**config.mk**
```make
export PLATFORM = sky130hd
export DESIGN_NAME = snake_row_buffer
export DESIGN_NICKNAME = d
export VERILOG_FILES = /design/src/rtl/snake_row_buffer.sv
export SDC_FILE = /design/constraint.sdc
export NUM_CORES = 1
export LEC_CHECK = 0
export BUFFER_PORTS_ARGS = -buffer_cell sky130_fd_sc_hd__clkbuf_2
export CAP_MARGIN = 10
export CORE_ASPECT_RATIO = 1.5
export CORE_MARGIN = 10
export CORE_UTILIZATION = 30
export DETAILED_ROUTE_END_ITERATION = 16
export GPL_ROUTABILITY_DRIVEN = 0
export PLACE_DENSITY_LB_ADDON = 0.15
export REMOVE_ABC_BUFFERS = 1
export SLEW_MARGIN = 20
export SYNTH_ARGS = -nofsm -noshare
export SYNTH_HDL_FRONTEND = slang
export SYNTH_SLANG_ARGS = --single-unit
```
**constraint.sdc**
```tcl
create_clock -name clk -period 2 [get_ports clk]
set_input_delay 0.4 -clock clk [delete_from_list [all_inputs] [get_ports clk]]
set_output_delay 0.4 -clock clk [all_outputs]
set_load 0.01 [all_outputs]
```
**src/rtl/snake_row_buffer.sv**
```systemverilog
// snake_row_buffer: captures one playfield row from the snake position stream into a registered bitmap (head tracking under SNAKE_ROW_HEAD_MARK_EN)
module snake_row_buffer #(
  parameter int GAME_WIDTH  = 20,
  parameter int GAME_HEIGHT = 14
) (
  input  logic                  clk,
  input  logic                  rst_n,
  input  logic [4:0]            i_pos_x,
  input  logic [3:0]            i_pos_y,
  input  logic                  i_pos_first,
  input  logic                  i_pos_last,
  input  logic                  i_pos_valid,
  input  logic                  i_row_req,
  input  logic [3:0]            i_row_y,
  output logic                  o_busy,
  output logic                  o_row_ready,
  output logic [GAME_WIDTH-1:0] o_row_bits,
  output logic                  o_row_has_head,
  output logic [4:0]            o_row_head_x
);
  typedef enum logic [1:0] {IDLE, WAIT_FIRST, CAPTURE, DONE} state_t;
  state_t state_q, state_d;
  logic [3:0] row_y_q, row_y_d;
  logic [GAME_WIDTH-1:0] work_q, work_d, bits_q, bits_d, mark;
  logic busy_q, busy_d, ready_q, ready_d;
  logic accept, beat, restart, publish, hit;
  assign accept  = (state_q == IDLE || state_q == DONE) && i_row_req;
  assign beat    = i_pos_valid && (state_q == CAPTURE || (state_q == WAIT_FIRST && i_pos_first));
  assign restart = beat && i_pos_first;
  assign publish = beat && i_pos_last;
  assign hit     = i_pos_y == row_y_q && row_y_q != 4'd0 && 32'(row_y_q) <= 32'(GAME_HEIGHT) &&
                   i_pos_x != 5'd0 && 32'(i_pos_x) <= 32'(GAME_WIDTH);
  assign mark    = hit ? GAME_WIDTH'(1) << (i_pos_x - 5'd1) : '0;
  // next state, working bitmap accumulation and publish of the finished row
  always_comb begin
    state_d = state_q;
    row_y_d = row_y_q;
    work_d  = work_q;
    bits_d  = bits_q;
    busy_d  = busy_q;
    ready_d = ready_q;
    if (accept) begin
      state_d = WAIT_FIRST;
      row_y_d = i_row_y;
      work_d  = '0;
      busy_d  = 1'b1;
      ready_d = 1'b0;
    end else if (beat) begin
      work_d  = (restart ? '0 : work_q) | mark;
      state_d = publish ? DONE : CAPTURE;
      bits_d  = publish ? work_d : bits_q;
      busy_d  = !publish;
      ready_d = publish;
    end
  end
  // state and bitmap registers
  always_ff @(posedge clk or negedge rst_n) begin
    if (!rst_n) begin
      state_q <= IDLE;
      row_y_q <= '0;
      work_q  <= '0;
      bits_q  <= '0;
      busy_q  <= 1'b0;
      ready_q <= 1'b0;
    end else begin
      state_q <= state_d;
      row_y_q <= row_y_d;
      work_q  <= work_d;
      bits_q  <= bits_d;
      busy_q  <= busy_d;
      ready_q <= ready_d;
    end
  end
  assign o_busy      = busy_q;
  assign o_row_ready = ready_q;
  assign o_row_bits  = bits_q;
`ifdef SNAKE_ROW_HEAD_MARK_EN
  logic wh_has_q, wh_has_d, oh_has_q, oh_has_d;
  logic [4:0] wh_x_q, wh_x_d, oh_x_q, oh_x_d;
  // the head is the sweep's first beat; it is recorded only when it lands on the requested row
  always_comb begin
    wh_has_d = (accept || restart) ? 1'b0 : wh_has_q;
    wh_x_d   = (accept || restart) ? 5'd0 : wh_x_q;
    wh_has_d = (restart && hit) ? 1'b1 : wh_has_d;
    wh_x_d   = (restart && hit) ? i_pos_x : wh_x_d;
    oh_has_d = publish ? wh_has_d : oh_has_q;
    oh_x_d   = publish ? wh_x_d : oh_x_q;
  end
  // head capture and published head registers
  always_ff @(posedge clk or negedge rst_n) begin
    if (!rst_n) begin
      wh_has_q <= 1'b0;
      wh_x_q   <= '0;
      oh_has_q <= 1'b0;
      oh_x_q   <= '0;
    end else begin
      wh_has_q <= wh_has_d;
      wh_x_q   <= wh_x_d;
      oh_has_q <= oh_has_d;
      oh_x_q   <= oh_x_d;
    end
  end
  assign o_row_has_head = oh_has_q;
  assign o_row_head_x   = oh_x_q;
`else
  assign o_row_has_head = 1'b0;
  assign o_row_head_x   = 5'd0;
`endif
endmodule

```
==> flow_summary_export.csv, run 1 <==
group,metric,value,unit
global_routing,antenna_found_initial,0,
final_layout,final_cell_mix,"dfrtp_1 (48), nand2_1 (47), clkbuf_2 (40)",
worst_setup_path,worst_setup_path_start_kind,"flop",
global_routing,grt_start_max_net_pins,49,
global_routing,grt_pass1_wl,10180,um
power_and_ir_drop,seqPwrFrac,38.9,%
die,rows,40,
worst_setup_path,cp-startpoint,"state_q[0]",
global_routing,grt_usage,10.70,%
worst_setup_path,regToRegStartpoint,"state_q[0]",
sta,setup_viol,0,
clock_tree,cts_resized,0,
logic_synthesis,synth-main-ff-cell,"dfrtp_1",
placed_design,place_hpwl,4459,um
final_layout,multi_input_area,0.001121,mm^2
worst_setup_path,endpoint_kind,"flop",
worst_setup_path,critPathMaxFanout,25,
final_layout,num-nets-final,313,
die,core,0.007958,mm^2
clock_tree,clk_pin_slew,0.06,ns
sta,fin_crit,1.792,ns
clock_tree,worstSkewPairLatency,0.29,ns
final_layout,antenna_cells,0,
drt,dr.pass1.iters,5,
clock_tree,cts_hold_buf,0,
drt,num_vias,1850,
clock_tree,clockBufferDepth,2,
clock_tree,cts_setup_buffers,0,
worst_setup_path,worstPathRequired,2.16,ns
run_status,outcome,"complete, no violations",
sta,worst_pin_slew,0.6445,ns
power_and_ir_drop,power_density,983.9,mW/mm^2
final_layout,utilization,37.08,%
power_and_ir_drop,vdd_drop_max,0.0005300,V
logic_synthesis,yosys.area.top_type,"dfrtp_1",
die,die_h,130.3,um
logic_synthesis,async_flop_share,100.0,%
clock_tree,cts_made_buffers,5,
worst_setup_path,reg2reg_slack,0.21,ns
drt,route.detailed.drc,0,
power_and_ir_drop,pwr-share-comb,28.3,%
drt,drt_iter0_drc,77,
die,initial_core_util,30.60,%
logic_synthesis,synth_area_per_cell,9.979,um^2
clock_tree,cts_tree,"yes",
logic_synthesis,synth_cell_types,40,
worst_setup_path,r2r_end,"o_row_bits[14]",
logic_synthesis,synth_top_area_share,49.33,%
sta,period_share,89.61,%
power_and_ir_drop,p_sw_share,32.89,%
sta,drv_slew,0,
clock_tree,clock-sinks,48,
drt,drt-total-wl,6055,um
final_layout,seq_area,0.001201,mm^2
clock_tree,cts.htree.levels,2,
logic_synthesis,ys_top_cells_by_area,"dfrtp_1 (49%), nand2_1 (7.2%), mux2i_1 (6.2%)",
die,fp.dieW,93.56,um
worst_setup_path,arrival,1.96,ns
die,io_pins,47,
drt,ant_nets,0,
sta,slew_headroom,57.03,%
sta,finalClockSkew,0.003422,ns
logic_synthesis,synth-seq-cells,48,
die,dieArea,0.01219,mm^2
global_routing,grt_pass1_vias,2007,
power_and_ir_drop,p_switching,954.9,uW
sta,finalHoldViolations,0,
power_and_ir_drop,p_leak,0.001332,uW
worst_hold_path,hold_class,"input port to async pin",
sta,timing.hold.ws,0.2119,ns
logic_synthesis,synth_edf_count,0,
placed_design,io_buffers,40,
drt,vias_per_cell,4.648,
final_layout,area_delta_synth_final,21.17,%
clock_tree,cts_root_buffer,"clkbuf_16",
final_layout,drive_above_1_share,26.62,%
global_routing,overflow,0,
logic_synthesis,synthCells,244,
sta,rsz0062_at_grt,"false",
logic_synthesis,ys_warn_count,0,
worst_setup_path,reg2regPathDepth,7,
final_layout,fill_cells,799,
final_layout,final_common_cell,"dfrtp_1",
logic_synthesis,synth-seq-area-share,49.33,%
drt,post_drt_wl_per_cell,15.21,um
power_and_ir_drop,clkPwrFrac,32.8,%
sta,fmax,558.0,MHz
job,maxCapViolCount,0,
logic_synthesis,syn_area,0.002435,mm^2
power_and_ir_drop,internal_power,1948,uW
worst_setup_path,worstSetupPathType,"flop to flop",
[cell type report]
class / instances / area share, %
Timing Repair Buffer: 54 / 10.77
Inverter: 4 / 0.5089
Sequential cell: 48 / 40.71
Clock inverter: 2 / 1.187
Multi-Input combinational cell: 179 / 38.00
Clock buffer: 6 / 4.368
Tap cell: 105 / 4.453
[how the worst max path moves through the flow]
stage	end	slack, ns
finish	o_row_bits[14]	0.21
global route	work_q[8]	0.02
CTS	o_row_bits[14]	0.16
detailed placement	o_row_bits[14]	0.17
global placement	o_row_bits[14]	0.22
floorplan	o_row_bits[19]	-0.13
[metrics by stage]
step | setup TNS, ns | worst slack [ns] | total power [uW] | cells | area (um^2)
6_report | 0 | 0.2078 | 2903 | 398 | 2950
5_1_grt | 0 | 0.02025 | 3100 | 398 | 2950
4_1_cts | 0 | 0.1604 | 2964 | 398 | 2950
3_5_place_dp | 0 | 0.1657 | 1993 | 390 | 2786
3_3_place_gp | 0 | 0.2222 | 1990 | 390 | 2786
2_1_floorplan | -1.445 | -0.1307 | 1643 | 231 | 2337
[critical path, cell delays in order, from the launching register on]
cell	delay, ns
dfrtp_1	0.37
inv_1	0.05
ha_1	0.30
and2_4	0.20
nor3_4	0.22
buf_12	0.21
mux2i_1	0.19
o21ai_0	0.11
[cells by family (layout without fill, tap and decap cells)]
logic type,Yosys count,after routing,synth area share [%]
AND/OR/NAND/NOR,104,104,22.56
AO/OA/AOI/OAI,48,48,13.93
flip-flops,48,48,49.33
buffers and inverters,22,66,5.395
multiplexers,15,15,6.166
XOR/XNOR,4,4,1.439
adder cells (fa/ha/maj),2,2,1.028
other,1,6,0.1540
[synthesized netlist by cell type (2+ instances only)]
library cell and number:
dfrtp_1 48, nand2_1 47, o21ai_0 25, and2_1 18, mux2i_1 15, o31ai_2 9
buf_4 8, nor2_1 7, nand3_1 6, a21oi_1 5, clkbuf_1 5, inv_1 4
nand4_1 4, buf_2 3, nand2b_1 3, nor3b_1 3, o211ai_1 3, xor2_1 3
buf_6 2, ha_1 2, nor3_1 2, nor3_4 2, o221ai_1 2, or3b_2 2
[power by group through the flow]
stage	sequential (uW)	combinational [uW]	clock, uW
after floorplan	1160	486	0
after global placement	1150	843	0
after detailed placement	1150	845	0
after CTS	1130	849	986
after global routing	1140	931	1030
final	1130	822	953
[flip-flops by register name (all words and copies together), names as in the netlist]
name and count:
o_busy 1, o_row_bits 20, o_row_ready 1, row_y_q 4, state_q 2, work_q 20
[routing by layer]
metal	part of all wire (%)	global-route usage, %
met5	0	0
met4	2.1	5.112
met3	4.3	2.530
met2	52	18.98
met1	42	11.63
Note: power is estimated with default switching activity, not from simulation.
==> run 2: changes to the inputs <==
PLACE_DENSITY_LB_ADDON = not set   (was 0.15)
==> run 2 against run 1 <==
Effect of this change: clock skew increased by 0.0021 ns; worst setup slack got worse by 0.015 ns; die area unchanged; clock-buffer cell count decreased by 1; design area increased by 1.7%; combinational power decreased by 0.6%; final cell count increased by 0.25%; global-route usage decreased by 0.87 points; worst hold slack got worse by 0.13 ns; critical path depth unchanged; flip-flop and latch count unchanged; via count decreased by 0.27%; critical endpoint is now o_row_bits[8]; largest power group unchanged; highest routed layer unchanged.
==> flow_summary_export.csv, run 2 (synthesis results as in run 1) <==
group,metric,value,unit
run_status,outcome,"complete, no violations",
final_layout,final_cell_mix,"dfrtp_1 (48), nand2_1 (47), clkbuf_2 (40)",
clock_tree,cts_hold_buf,0,
worst_setup_path,regToRegStartpoint,"state_q[0]",
worst_setup_path,arrival,1.96,ns
clock_tree,cts_made_buffers,5,
die,initial_core_util,30.60,%
global_routing,grt_pass1_wl,9487,um
final_layout,num-nets-final,315,
die,die_h,130.3,um
global_routing,grt_usage,9.831,%
sta,finalClockSkew,0.005490,ns
drt,num_vias,1845,
placed_design,pre_cts_slack,0.2016,ns
clock_tree,clk_pin_slew,0.06,ns
drt,routed-wl-met2,2645,um
worst_setup_path,worst_setup_path_start_kind,"flop",
drt,top_layer,"met4",
worst_setup_path,crit_chain,"inv_1 > ha_1 > and2_4 > nor3_4 > buf_12 > mux2i_1 > o21ai_0",
sta,fmax,553.4,MHz
clock_tree,clockBufferDepth,2,
final_layout,antenna_cells,0,
clock_tree,cts_tree,"yes",
drt,dr.pass1.iters,4,
worst_setup_path,worstPathRequired,2.16,ns
sta,timing.hold.ws,0.08404,ns
final_layout,area_delta_synth_final,23.18,%
sta,period_share,90.35,%
worst_setup_path,r2r_end,"o_row_bits[8]",
drt,drt_iter0_drc,142,
worst_setup_path,crit_slowest_cell,"dfrtp_1",
power_and_ir_drop,p_leak,0.001354,uW
placed_design,io_buffers,40,
worst_setup_path,crit_path_max_incr_delay,0.37,ns
worst_setup_path,reg2reg_slack,0.19,ns
job,maxCapViolCount,0,
power_and_ir_drop,power_density,1003,mW/mm^2
clock_tree,cts_root_buffer,"clkbuf_16",
drt,ant_nets,0,
worst_setup_path,endpoint_kind,"flop",
drt,vias_per_cell,4.624,
clock_tree,cts.htree.levels,2,
worst_setup_path,critPathMaxFanout,25,
global_routing,antenna_found_initial,0,
sta,layout_setup_ws,0.1930,ns
placed_design,place_hpwl,4251,um
final_layout,final_common_cell,"dfrtp_1",
power_and_ir_drop,vdd_drop_max,0.0005394,V
clock_tree,clock-sinks,48,
worst_setup_path,worstSetupPathType,"flop to flop",
drt,wl_met3,280,um
die,dieArea,0.01219,mm^2
sta,worst_pin_slew,0.4979,ns
drt,wl_met1,2592,um
die,core,0.007958,mm^2
global_routing,overflow,0,
worst_setup_path,reg2regPathDepth,7,
clock_tree,worstSkewPairLatency,0.29,ns
global_routing,grt_pass1_vias,1934,
drt,post_drt_wl_per_cell,14.15,um
sta,slew_headroom,66.66,%
die,io_pins,47,
die,rows,40,
sta,finalHoldViolations,0,
drt,route.detailed.drc,0,
worst_hold_path,hold_class,"input port to async pin",
drt,drt-total-wl,5646,um
sta,setup_viol,0,
die,fp.dieW,93.56,um
sta,drv_slew,0,
sta,fin_crit,1.807,ns
final_layout,drive_above_1_share,27.21,%
global_routing,grt_start_max_net_pins,49,
-- run 2: changes by cell type in the layout (fill, tap and decap cells not counted), sizes merged --
cell / before / now
buf: 14 / 16
bufinv: 1 / 2
clkbuf: 46 / 45
clkinv: 1 / 0
-- run 2: timing repair --
action,CTS,global route
buffers inserted,0,1
resized for setup,0,0
endpoints found under the setup margin,0,2
-- run 2: power by group --
| part | switching, uW | internal [uW] | total, uW |
|---|---|---|---|
| registers | 58.0 | 1070 | 1130 |
| logic | 520 | 296 | 817 |
| clock network | 353 | 709 | 1060 |
-- run 2: metrics by stage --
step,util (%),area [um^2],setup TNS (ns),power (uW),std cells
global placement,35.27,2806,0,1964,391
finish,37.69,2999,0,3008,399
detailed placement,35.27,2806,0,1975,391
CTS,37.59,2992,0,3041,398
global route,37.69,2999,-0.002177,3177,399
floorplan,-,2337,-1.445,1643,231
-- run 2: layout make-up --
cell class,instances,area [um^2]
repair buffers,56,345.3
multi-input cells,179,1121
fillers,798,4959
clock buffers,5,125.1
inverters,4,15.01
flip-flops and latches,48,1201
well taps,105,131.4
clock inverters,2,60.06
-- run 2: critical path: cells and delay by family (launching register included) --
family,cells,cell delay (ns)
and+or+nand+nor,2,0.42
AOI/OAI and AO/OA,1,0.11
DFF,1,0.37
adders and majority gates,1,0.30
buffers and inverters,2,0.28
muxes,1,0.19
-- run 2: worst max-delay path by stage --
stage,from,end,slack [ns],cells after the start
global route,state_q[0],o_row_bits[8],-0.002,7
global placement,state_q[0],work_q[10],0.25,7
floorplan,state_q[0],o_row_bits[19],-0.13,6
CTS,state_q[0],o_row_bits[8],0.19,7
finish,state_q[0],o_row_bits[8],0.19,7
detailed placement,state_q[0],o_row_bits[5],0.20,7
-- run 2: per-layer routing --
layer | vias to the layer above | global-route usage (%)
li1 | 925 | -
met1 | 866 | 11.54
met2 | 46 | 16.15
met3 | 8 | 2.703
met4 | 0 | 4.753
met5 | - | 0
==> run 3: changes to the inputs <==
CORE_UTILIZATION = 55   (was 30)
CTS_CLUSTER_DIAMETER = 120   (was not set)
PLACE_DENSITY = 0.79   (was not set)
==> run 3 against run 2 <==
Effect of this change: design area fell by 6.6%; register-to-register slack lost 0.04 ns; power fell by 13%; critical endpoint is now o_row_bits[0]; largest power group unchanged; highest routed layer unchanged.
==> flow_summary_export.csv, run 3 (synthesis results as in run 1) <==
group,metric,value,unit
final_layout,multi_input_area,0.001121,mm^2
drt,drt-total-wl,5475,um
global_routing,overflow,0,
worst_setup_path,critPathMaxFanout,12,
job,maxCapViolCount,0,
final_layout,fill_cells,350,
worst_setup_path,worstSetupPathType,"flop to flop",
sta,slew_headroom,60.78,%
sta,rsz0062_at_grt,"false",
clock_tree,cts_root_buffer,"clkbuf_8",
global_routing,antenna_found_initial,0,
clock_tree,worstSkewPairLatency,0.30,ns
placed_design,place_hpwl,4056,um
worst_setup_path,endpoint_kind,"flop",
die,die_h,101.5,um
sta,fmax,540.7,MHz
drt,dr.pass1.iters,4,
sta,worst_pin_slew,0.5882,ns
drt,post_drt_wl_per_cell,16.29,um
power_and_ir_drop,power_density,938.9,mW/mm^2
worst_setup_path,worstPathRequired,2.22,ns
final_layout,drive_above_1_share,26.21,%
clock_tree,cts.htree.levels,2,
final_layout,final_cell_mix,"dfrtp_1 (48), nand2_1 (47), clkbuf_2 (40)",
global_routing,grt_usage,15.59,%
drt,wl_met1,2142,um
die,core,0.004245,mm^2
placed_design,io_buffers,40,
die,rows,29,
worst_hold_path,hold_class,"input port to async pin",
die,io_pins,47,
final_layout,final_cell_area,0.002801,mm^2
die,initial_core_util,57.35,%
final_layout,stdcell_count,336,
die,dieArea,0.007543,mm^2
worst_setup_path,arrival,2.07,ns
global_routing,grt_pass1_vias,2094,
drt,vias_per_cell,5.762,
sta,drv_slew,0,
sta,fin_crit,1.850,ns
clock_tree,clk_pin_slew,0.09,ns
sta,period_share,92.48,%
drt,top_layer,"met4",
placed_design,post_dp_cell_area,0.002690,mm^2
clock_tree,cts_tree,"yes",
final_layout,final_common_cell,"dfrtp_1",
final_layout,num-nets-final,310,
sta,setup_tns,0,ns
power_and_ir_drop,p_leak,0.001292,uW
drt,route.detailed.drc,0,
run_status,outcome,"complete, no violations",
global_routing,grt_start_max_net_pins,49,
clock_tree,clock-sinks,48,
sta,setup_viol,0,
drt,num_vias,1936,
sta,finalHoldViolations,0,
sta,finalClockSkew,0.008961,ns
clock_tree,cts_made_buffers,5,
clock_tree,cts_resized,0,
clock_tree,cts_hold_buf,0,
power_and_ir_drop,vdd_drop_max,0.0008475,V
placed_design,dp.cells,328,
global_routing,grt_pass1_wl,9411,um
final_layout,area_delta_synth_final,15.06,%
drt,ant_nets,0,
clock_tree,clockBufferDepth,2,
final_layout,seq_area,0.001201,mm^2
drt,drt_iter0_drc,98,
die,fp.dieW,74.33,um
drt,routed-wl-met2,2848,um
drt,wl_met3,328,um
clock_tree,cts_setup_buffers,0,
worst_setup_path,worst_setup_path_start_kind,"flop",
final_layout,antenna_cells,0,
## run 3: power by group
part / total, uW / internal, uW / switching, uW
Combinational: 805 / 281 / 524
Clock: 697 / 370 / 327
Sequential: 1130 / 1070 / 58.7
Total: 2630 / 1720 / 909
## run 3: stage by stage
stage	utilization (%)	setup WS (ns)	total power, uW	hold slack (ns)
final	65.99	0.1504	2630	0.1743
after global routing	65.99	0.01703	2781	0.2120
after CTS	65.99	0.1677	2660	0.1915
after detailed placement	63.37	0.1803	1961	0.4620
after global placement	63.37	0.2568	1941	0.4546
after floorplan	-	-0.1307	1643	0.1044
## run 3: metal layers
metal,track usage [%],vias up
met5,0,-
met4,7.768,0
met3,4.599,14
met2,26.84,55
met1,16.74,948
li1,-,919
## run 3: path summary, 6_finish.rpt
check | from | to | slack, ns | cells after the start
worst max-delay path | state_q[0] | o_row_bits[0] | 0.15 | 6
worst min-delay path | rst_n | o_row_bits[4] | 0.17 | 2
worst max register to register | state_q[0] | o_row_bits[0] | 0.15 | 6
worst min register to register | work_q[17] | work_q[17] | 0.48 | 2
max in group asynchronous | rst_n | o_row_bits[5] | 1.43 | 2
min in group clk | i_row_y[2] | row_y_q[2] | 0.28 | 3
## run 3: layout make-up
cell class                 instances  area share, %
tap                               46          2.054
inverter                           4         0.5360
timing repair buffer              51          10.54
multi-input combinational        179          40.02
clock inverter                     3          1.519
sequential                        48          42.88
clock buffer                       5          2.456
## run 3: critical path, cell delays in order (launching register included)
cell and delay [ns]:
dfrtp_1 0.38, inv_1 0.05, ha_1 0.30, and2_4 0.20, nor3b_1 0.31, nand4_1 0.27
o211ai_1 0.26
